**config.mk**
```make
export PLATFORM = sky130hd
export DESIGN_NAME = stall_buffer_stage_flat
export DESIGN_NICKNAME = d
export VERILOG_FILES = /design/src/rtl/stall_buffer_stage_if.sv /design/src/rtl/stall_buffer_stage.sv /design/src/flat_wrapper.sv
export SDC_FILE = /design/constraint.sdc
export NUM_CORES = 1
export LEC_CHECK = 0
export ABC_CLOCK_PERIOD_IN_PS = 3400
export CORE_MARGIN = 5
export CORE_UTILIZATION = 40
export DETAILED_ROUTE_END_ITERATION = 12
export GPL_TIMING_DRIVEN = 0
export PLACE_DENSITY_LB_ADDON = 0.3
export SYNTH_ARGS = -nofsm -noshare
export SYNTH_HDL_FRONTEND = slang
export SYNTH_SLANG_ARGS = --single-unit
```
**constraint.sdc**
```tcl
create_clock -name clock -period 3.4 [get_ports clock]
set_input_delay 0.68 -clock clock [delete_from_list [all_inputs] [get_ports clock]]
set_output_delay 0.68 -clock clock [all_outputs]
set_load 0.01 [all_outputs]
```
**src/rtl/stall_buffer_stage_if.sv**
```systemverilog
// Stream bundle between the upstream feeder and the stall buffer.
// master: drives ctrl_stall/ctrl_clear/in_*, reads ctrl_stuck/out_*/level.
// slave : the buffer, reads ctrl_stall/ctrl_clear/in_*, drives ctrl_stuck/out_*/level.
interface stall_buffer_stage_if #(
    parameter int WIDTH = 16,
    parameter int DEPTH = 4
);
    localparam int LW = $clog2(DEPTH) + 1;

    logic             ctrl_stall;
    logic             ctrl_clear;
    logic             ctrl_stuck;
    logic [WIDTH-1:0] in_value;
    logic             in_enable;
    logic [WIDTH-1:0] out_value;
    logic             out_enable;
    logic [LW-1:0]    level;

    modport master (
        output ctrl_stall, ctrl_clear, in_value, in_enable,
        input  ctrl_stuck, out_value, out_enable, level
    );

    modport slave (
        input  ctrl_stall, ctrl_clear, in_value, in_enable,
        output ctrl_stuck, out_value, out_enable, level
    );
endinterface

```
**src/rtl/stall_buffer_stage.sv**
```systemverilog
// Stall buffer: small FIFO feeding the pass-through chain, one word/cycle out
// while ctrl_stall is low. Ports: clock, reset (async, active-high), bus (slave).
module stall_buffer_stage #(
    parameter int WIDTH       = 16,
    parameter int DEPTH       = 4,
    parameter int STUCK_LIMIT = 8
) (
    input logic                 clock,
    input logic                 reset,
    stall_buffer_stage_if.slave bus
);
    localparam int AW = $clog2(DEPTH);
    localparam int LW = AW + 1;
    localparam int CW = $clog2(STUCK_LIMIT + 1);
    localparam logic [LW-1:0] FULL_LVL = LW'(DEPTH);
    localparam logic [CW-1:0] LIMIT    = CW'(STUCK_LIMIT);

    typedef enum logic [1:0] {EMPTY, PARTIAL, FULL} state_e;

    state_e           state_q, state_d;
    logic [WIDTH-1:0] mem_q [DEPTH];
    logic [WIDTH-1:0] mem_d [DEPTH];
    logic [AW-1:0]    wr_ptr_q, wr_ptr_d;
    logic [AW-1:0]    rd_ptr_q, rd_ptr_d;
    logic [LW-1:0]    level_q, level_d;
    logic [WIDTH-1:0] out_value_q, out_value_d;
    logic             out_enable_q, out_enable_d;
    logic [CW-1:0]    stall_cnt_q, stall_cnt_d;
    logic             ovf_q, ovf_d;
    logic             push, pop;

    always_comb begin
        state_d      = state_q;
        mem_d        = mem_q;
        wr_ptr_d     = wr_ptr_q;
        rd_ptr_d     = rd_ptr_q;
        level_d      = level_q;
        out_value_d  = out_value_q;
        out_enable_d = 1'b0;
        stall_cnt_d  = stall_cnt_q;
        ovf_d        = ovf_q;
        pop          = 1'b0;
        push         = 1'b0;

        if (bus.ctrl_clear) begin
            state_d     = EMPTY;
            wr_ptr_d    = '0;
            rd_ptr_d    = '0;
            level_d     = '0;
            out_value_d = '0;
            stall_cnt_d = '0;
            ovf_d       = 1'b0;
        end else begin
            pop  = !bus.ctrl_stall && (state_q != EMPTY);
            // A full FIFO still accepts a word when the head leaves this cycle.
            push = bus.in_enable && ((state_q != FULL) || pop);

            if (bus.in_enable && !push)
                ovf_d = 1'b1;

            if (push) begin
                mem_d[wr_ptr_q] = bus.in_value;
                wr_ptr_d        = wr_ptr_q + AW'(1);
            end

            if (pop) begin
                out_value_d  = mem_q[rd_ptr_q];
                out_enable_d = 1'b1;
                rd_ptr_d     = rd_ptr_q + AW'(1);
            end

            level_d = level_q + LW'(push) - LW'(pop);

            if (level_d == '0)
                state_d = EMPTY;
            else if (level_d == FULL_LVL)
                state_d = FULL;
            else
                state_d = PARTIAL;

            if (!bus.ctrl_stall)
                stall_cnt_d = '0;
            else if (stall_cnt_q != LIMIT)
                stall_cnt_d = stall_cnt_q + CW'(1);
        end
    end

    always_ff @(posedge clock or posedge reset) begin
        if (reset) begin
            state_q      <= EMPTY;
            for (int i = 0; i < DEPTH; i++)
                mem_q[i] <= '0;
            wr_ptr_q     <= '0;
            rd_ptr_q     <= '0;
            level_q      <= '0;
            out_value_q  <= '0;
            out_enable_q <= 1'b0;
            stall_cnt_q  <= '0;
            ovf_q        <= 1'b0;
        end else begin
            state_q      <= state_d;
            mem_q        <= mem_d;
            wr_ptr_q     <= wr_ptr_d;
            rd_ptr_q     <= rd_ptr_d;
            level_q      <= level_d;
            out_value_q  <= out_value_d;
            out_enable_q <= out_enable_d;
            stall_cnt_q  <= stall_cnt_d;
            ovf_q        <= ovf_d;
        end
    end

    assign bus.out_value  = out_value_q;
    assign bus.out_enable = out_enable_q;
    assign bus.level      = level_q;
    // Flag is decoded from registers only.
    assign bus.ctrl_stuck = ovf_q | (stall_cnt_q == LIMIT);
endmodule

```
**src/flat_wrapper.sv**
```systemverilog
// flat-port wrapper written by rule: the top's interface ports become plain ports
module stall_buffer_stage_flat 
#(
    parameter int WIDTH       = 16,
    parameter int DEPTH       = 4,
    parameter int STUCK_LIMIT = 8
)
  (clock, reset, bus_ctrl_stall, bus_ctrl_clear, bus_in_value, bus_in_enable, bus_ctrl_stuck, bus_out_value, bus_out_enable, bus_level);
  stall_buffer_stage_if #(.WIDTH(WIDTH), .DEPTH(DEPTH)) bus_i ();
  input logic clock;
  input logic reset;
  input wire logic [$bits(bus_i.ctrl_stall)-1:0] bus_ctrl_stall;
  input wire logic [$bits(bus_i.ctrl_clear)-1:0] bus_ctrl_clear;
  input wire logic [$bits(bus_i.in_value)-1:0] bus_in_value;
  input wire logic [$bits(bus_i.in_enable)-1:0] bus_in_enable;
  output wire logic [$bits(bus_i.ctrl_stuck)-1:0] bus_ctrl_stuck;
  output wire logic [$bits(bus_i.out_value)-1:0] bus_out_value;
  output wire logic [$bits(bus_i.out_enable)-1:0] bus_out_enable;
  output wire logic [$bits(bus_i.level)-1:0] bus_level;
  assign bus_i.ctrl_stall = bus_ctrl_stall;
  assign bus_i.ctrl_clear = bus_ctrl_clear;
  assign bus_i.in_value = bus_in_value;
  assign bus_i.in_enable = bus_in_enable;
  assign bus_ctrl_stuck = bus_i.ctrl_stuck;
  assign bus_out_value = bus_i.out_value;
  assign bus_out_enable = bus_i.out_enable;
  assign bus_level = bus_i.level;
  stall_buffer_stage #(.WIDTH(WIDTH), .DEPTH(DEPTH), .STUCK_LIMIT(STUCK_LIMIT)) u_core (.clock(clock), .reset(reset), .bus(bus_i));
endmodule
```
Word-level counts from Yosys, hierarchy flattened

Cells that the tools add are included.

Register bits: 95
Input port bits: 21
Output and inout bits: 21
Logic and storage cells: 65

Add/sub/neg operators: 5
$lt $le $gt $ge: 3
Eq/ne operators: 5
Multiplexer cells: 23
Bitwise operators: 4
Reduce and logical (&&, ||, !) cells: 13

Operator list:

| cell                | count |
|---|---|
| $mux 16             | 5 |
| $bwmux 64           | 1 |
| $bmux 16 s2         | 1 |
| $demux 16 s2        | 1 |
| $mux 2              | 7 |
| $mux 4              | 3 |
| $reduce_bool 2->1   | 4 |
| $ge 3x3->1 const B  | 2 |
| $not 2->3           | 2 |
| $add 2x1->2 const B | 2 |
| $add 4x1->4 const B | 1 |
| $eq 4x4->1 const B  | 1 |
| $logic_and 1x1->1   | 4 |
| $mux 1              | 4 |
| $ne 4x4->1 const B  | 1 |
| $add 3x1->3         | 1 |
| $eq 3x3->1 const B  | 1 |
| $logic_not 3->1     | 1 |
| $lt 3x1->1 const B  | 1 |
| $mux 3              | 1 |
| $ne 3x1->1 const B  | 1 |
| $sub 3x1->3         | 1 |
| $logic_not 1->1     | 2 |
| $ne 2x2->1 const B  | 1 |
| 4 further kinds     | 4 |

Depth between registers and ports, before layout

Depth after elaboration: 10
Depth in mapped cells: 9
Gate-level depth less buffers: 8

Worst setup path before layout

No wires, ideal clock.

Kind: input port to flip-flop
Start point: input port bus_in_enable
End point: register u_core.state_q[1]
Arrival: 2048 ps
Data required time: 3280 ps
Setup slack: 1232 ps
Stages: 9
Buffers on the path: 1
Cell sequence: buf_2 inv_1 nor2_1 ha_1 inv_1 fa_1 xnor3_1 nor2_1 and3_1

Word-level cells in the longest chain between the ends: 7
Elaborated cells on any way between the ends: 8

Ends and longest elaborated chain:

| what                  | RTL line                  | RTL |
|---|---|---|
| start, declared       | flat_wrapper.sv:15        | `input wire logic [$bits(bus_i.in_enable)-1:0] bus_in_enable;` |
| $logic_and 1x1->1 *   | stall_buffer_stage.sv:56  | `push = bus.in_enable && ((state_q != FULL) \|\| pop);` |
| $add 3x1->3 *         | stall_buffer_stage.sv:72  | `level_d = level_q + LW'(push) - LW'(pop);` |
| $sub 3x1->3 *         | stall_buffer_stage.sv:72  |  |
| $eq 3x3->1            | stall_buffer_stage.sv:76  | `else if (level_d == FULL_LVL)` |
| $mux 2                | stall_buffer_stage.sv:76  |  |
| $mux 2 *              | stall_buffer_stage.sv:74  | `if (level_d == '0)` |
| $mux 2 *              | stall_buffer_stage.sv:45  | `if (bus.ctrl_clear) begin` |
| net u_core.state_d[1] | stall_buffer_stage.sv:20  | `state_e state_q, state_d;` |
| end signal, assigned  | stall_buffer_stage.sv:101 | `state_q <= state_d;` |
| end, declared         | stall_buffer_stage.sv:20  |  |

The timed path passes the listed nets; every way through them passes the cells marked *.
A chain may end at the register's enable or synchronous reset.

Worst setup path after layout

Start point: register u_core.stall_cnt_q[0]
End point: output port bus_ctrl_stuck

Word-level cells in the longest chain between the ends: 2

Ends and longest elaborated chain:

| what                   | RTL line                  | RTL |
|---|---|---|
| start, declared        | stall_buffer_stage.sv:28  | `logic [CW-1:0] stall_cnt_q, stall_cnt_d;` |
| start signal, assigned | stall_buffer_stage.sv:108 | `stall_cnt_q <= stall_cnt_d;` |
| $eq 4x4->1             | stall_buffer_stage.sv:117 | `assign bus.ctrl_stuck = ovf_q \| (stall_cnt_q == LIMIT);` |
| $or 1x1->1             | stall_buffer_stage.sv:117 |  |
| end, declared          | flat_wrapper.sv:16        | `output wire logic [$bits(bus_i.ctrl_stuck)-1:0] bus_ctrl_stuck;` |

No other way between the ends.

==> impl_metrics.env <==
export IMPL_floorplan_rows=38
export IMPL_p_per_area_nw_per_um2=717
export IMPL_finalSetupViolations=0
export IMPL_drt_wl_total_mm=8.08
export IMPL_cts_tree="yes"
export IMPL_drt_vias_per_instance=5.04
export IMPL_slew_headroom=0.570
export IMPL_cts_buffers=9
export IMPL_ys_ff_latch=95
export IMPL_crit_fanout=4
export IMPL_worstPathRequired_ns=2.72
export IMPL_timing_final_crit_share=0.741
export IMPL_yosys_area_top_type="dfrtp_1"
export IMPL_worst_hold_path_type="reg -> reg"
export IMPL_cts_resized=0
export IMPL_synth_seq_area_share=0.546
export IMPL_layout_drive_gt1_share=0.359
export IMPL_via_count=2320
export IMPL_clk_path_buf_depth=2
export IMPL_crit_type="reg -> out"
export IMPL_finalHoldViolCount=0
export IMPL_gr_usage_all_layers=0.134
export IMPL_clock_sinks=95
export IMPL_critPathArrivalTime_ns=1.84
export IMPL_die_y_um=114
export IMPL_synth_top_area_frac=0.546
export IMPL_register_area_um2=2380
export IMPL_worst_path_buf_inv=2
export IMPL_synth_edf_count=0
export IMPL_fillers=974
export IMPL_slowest_delay_ns=0.54
export IMPL_cp_end_kind="output pin"
export IMPL_setup_ws_ns=0.879
export IMPL_ctsHtreeMaxLevel=3
export IMPL_pre_cts_slack_ns=0.540
export IMPL_yosysWarnings=0
export IMPL_dp_hpwl_mm=5.33
export IMPL_fin_setup_tns_ns=0
export IMPL_grt_max_degree=51
export IMPL_syn_nets=294
export IMPL_synth_async_sr_flop_share=1.00
export IMPL_synth_cells=265
export IMPL_die_w_um=114
export IMPL_globalplace_congestion=0.746
export IMPL_synthTopCellsByArea="dfrtp_1, mux2_4, mux4_2"
export IMPL_outcome="finished clean"
export IMPL_portBuffers=40
export IMPL_cts_post_setup_buffers_inserted=0
export IMPL_area_growth_pct=18.4
export IMPL_worst_hold_slack_ns=0.505
export IMPL_slowest_stage="clkdlybuf4s50_1"
export IMPL_syn_avg_cell_area_um2=16.4
export IMPL_ir_worst_vdd_v=0.000243
export IMPL_cellLeakagePower_nw=2.44
export IMPL_clk_pin_slew_ns=0.08
export IMPL_firstDrtPassIters=6
export IMPL_root_buffer="clkbuf_8"
export IMPL_cp_start_kind="flop"
export IMPL_fin_util=0.480
export IMPL_ys_types=34
export IMPL_finish_instance_area_um2=5160
export IMPL_multi_input_area_um2=1840
export IMPL_worst_pin_slew_ns=0.645
export IMPL_final_max_slew_viol_count=0
export IMPL_grt_pass1_wl_mm=13.5
export IMPL_worstPathCellList="inv_1 -> ha_1 -> nand3b_1 -> nand2b_1 -> clkdlybuf4s50_1"
export IMPL_grt_overflow=0
export IMPL_ys_flop_type="dfrtp_1"
export IMPL_synth_common_cells="dfrtp_1, mux2_4, mux2_2"
export IMPL_drtIter0Drc=59
export IMPL_maxCapViolations=0
export IMPL_antenna_found_initial=0
export IMPL_fin_nets=346
export IMPL_core_area_um2=10700
export IMPL_n_antenna_cell=0
export IMPL_synthMostInstantiatedCell="dfrtp_1"
export IMPL_grt_pass1_vias=2611
export IMPL_initial_core_util=0.405
export IMPL_hold_buffers=0
export IMPL_wl_per_cell_um=17.6
export IMPL_ioPinCount=42
export IMPL_netlist_area_um2=4360
export IMPL_min_period_ns=2.52
export IMPL_cpLargestDelayFamily="buffers and inverters"
export IMPL_antenna_left=0
export IMPL_post_route_drc_count=0
export IMPL_dpl_cell_area_um2=4960
export IMPL_rsz0062_at_grt="no"
export IMPL_timing_fmax_mhz=397
export IMPL_finalClockSkew_ns=0.00747
export IMPL_clk_latency_ns=0.34
export IMPL_die_area_um2=13100
-- where the power goes --
group / leakage [nW] / switching [mW] / internal [mW] / total (mW)
logic: 1.12 / 0.426 / 0.810 / 1.24
registers: 1.22 / 0.215 / 1.51 / 1.72
clock network: 0.101 / 0.368 / 0.373 / 0.740
total: 2.44 / 1.01 / 2.69 / 3.70
-- path summary, 6_finish.rpt --
kind / startpoint / to / slack [ns] / cells past startpoint
min: u_core.bus.out_value[6] / u_core.bus.out_value[6] / 0.50 / 1
min reg2reg: u_core.bus.out_value[6] / u_core.bus.out_value[6] / 0.50 / 1
max in group asynchronous: reset / u_core.bus.out_value[8] / 2.00 / 3
max reg2reg: u_core.state_q[1] / u_core.state_q[1] / 1.34 / 8
max: u_core.stall_cnt_q[0] / bus_ctrl_stuck / 0.88 / 5
min in group asynchronous: reset / u_core.state_q[0] / 0.76 / 2
-- kinds of logic after synthesis --
group | Yosys count | synth area share
muxes | 81 | 0.285
DFF | 95 | 0.546
adders and majority gates | 8 | 0.0247
buffers and inverters | 22 | 0.0313
and+or+nand+nor | 28 | 0.0526
xor gates and xnor gates | 6 | 0.0152
AOI/OAI and AO/OA | 25 | 0.0457
-- stage by stage --
| step | instances | power (mW) |
|---|---|---|
| after global placement | 445 | 2.95 |
| final | 460 | 3.70 |
| after global routing | 460 | 3.92 |
| after floorplan | 265 | 2.63 |
| after detailed placement | 446 | 3.00 |
| after CTS | 460 | 3.75 |
-- layer usage --
layer	vias to the layer above	share of wire	wire length, um	track usage
met5	-	0	0	0
met4	0	0.013	103	0.0475
met3	5	0.024	194	0.0312
met2	26	0.50	4010	0.223
met1	1222	0.47	3770	0.173
li1	1067	-	-	-
-- registers in the layout, summed over array words and instances (netlist names) --
signal,count
u_core.wr_ptr_q,2
u_core.state_q,2
u_core.bus.level,3
u_core.stall_cnt_q,4
u_core.mem_q,64
u_core.bus.out_value,16
u_core.ovf_q,1
u_core.bus.out_enable,1
u_core.rd_ptr_q,2
-- area by class of cell --
| cell class | instances | area share |
|---|---|---|
| Clock inverter | 3 | 0.00849 |
| Sequential cell | 95 | 0.461 |
| Inverter | 9 | 0.00704 |
| Clock buffer | 11 | 0.0294 |
| Buffer | 13 | 0.0199 |
| Tap cell | 140 | 0.0340 |
| Timing Repair Buffer | 41 | 0.0830 |
| Multi-Input combinational cell | 148 | 0.357 |
-- cells in the final DEF (no fill, tap or decap), drive strengths merged, types with 4 or more instances in the layout --
cell and instances:
dfrtp 95, mux2 64, clkdlybuf4s50 40, mux4 16, a22o 16, clkbuf 13
nor2 12, buf 12, inv 9, ha 7, a21oi 5, nand4b 4
Power figures use the tool's default switching activity.
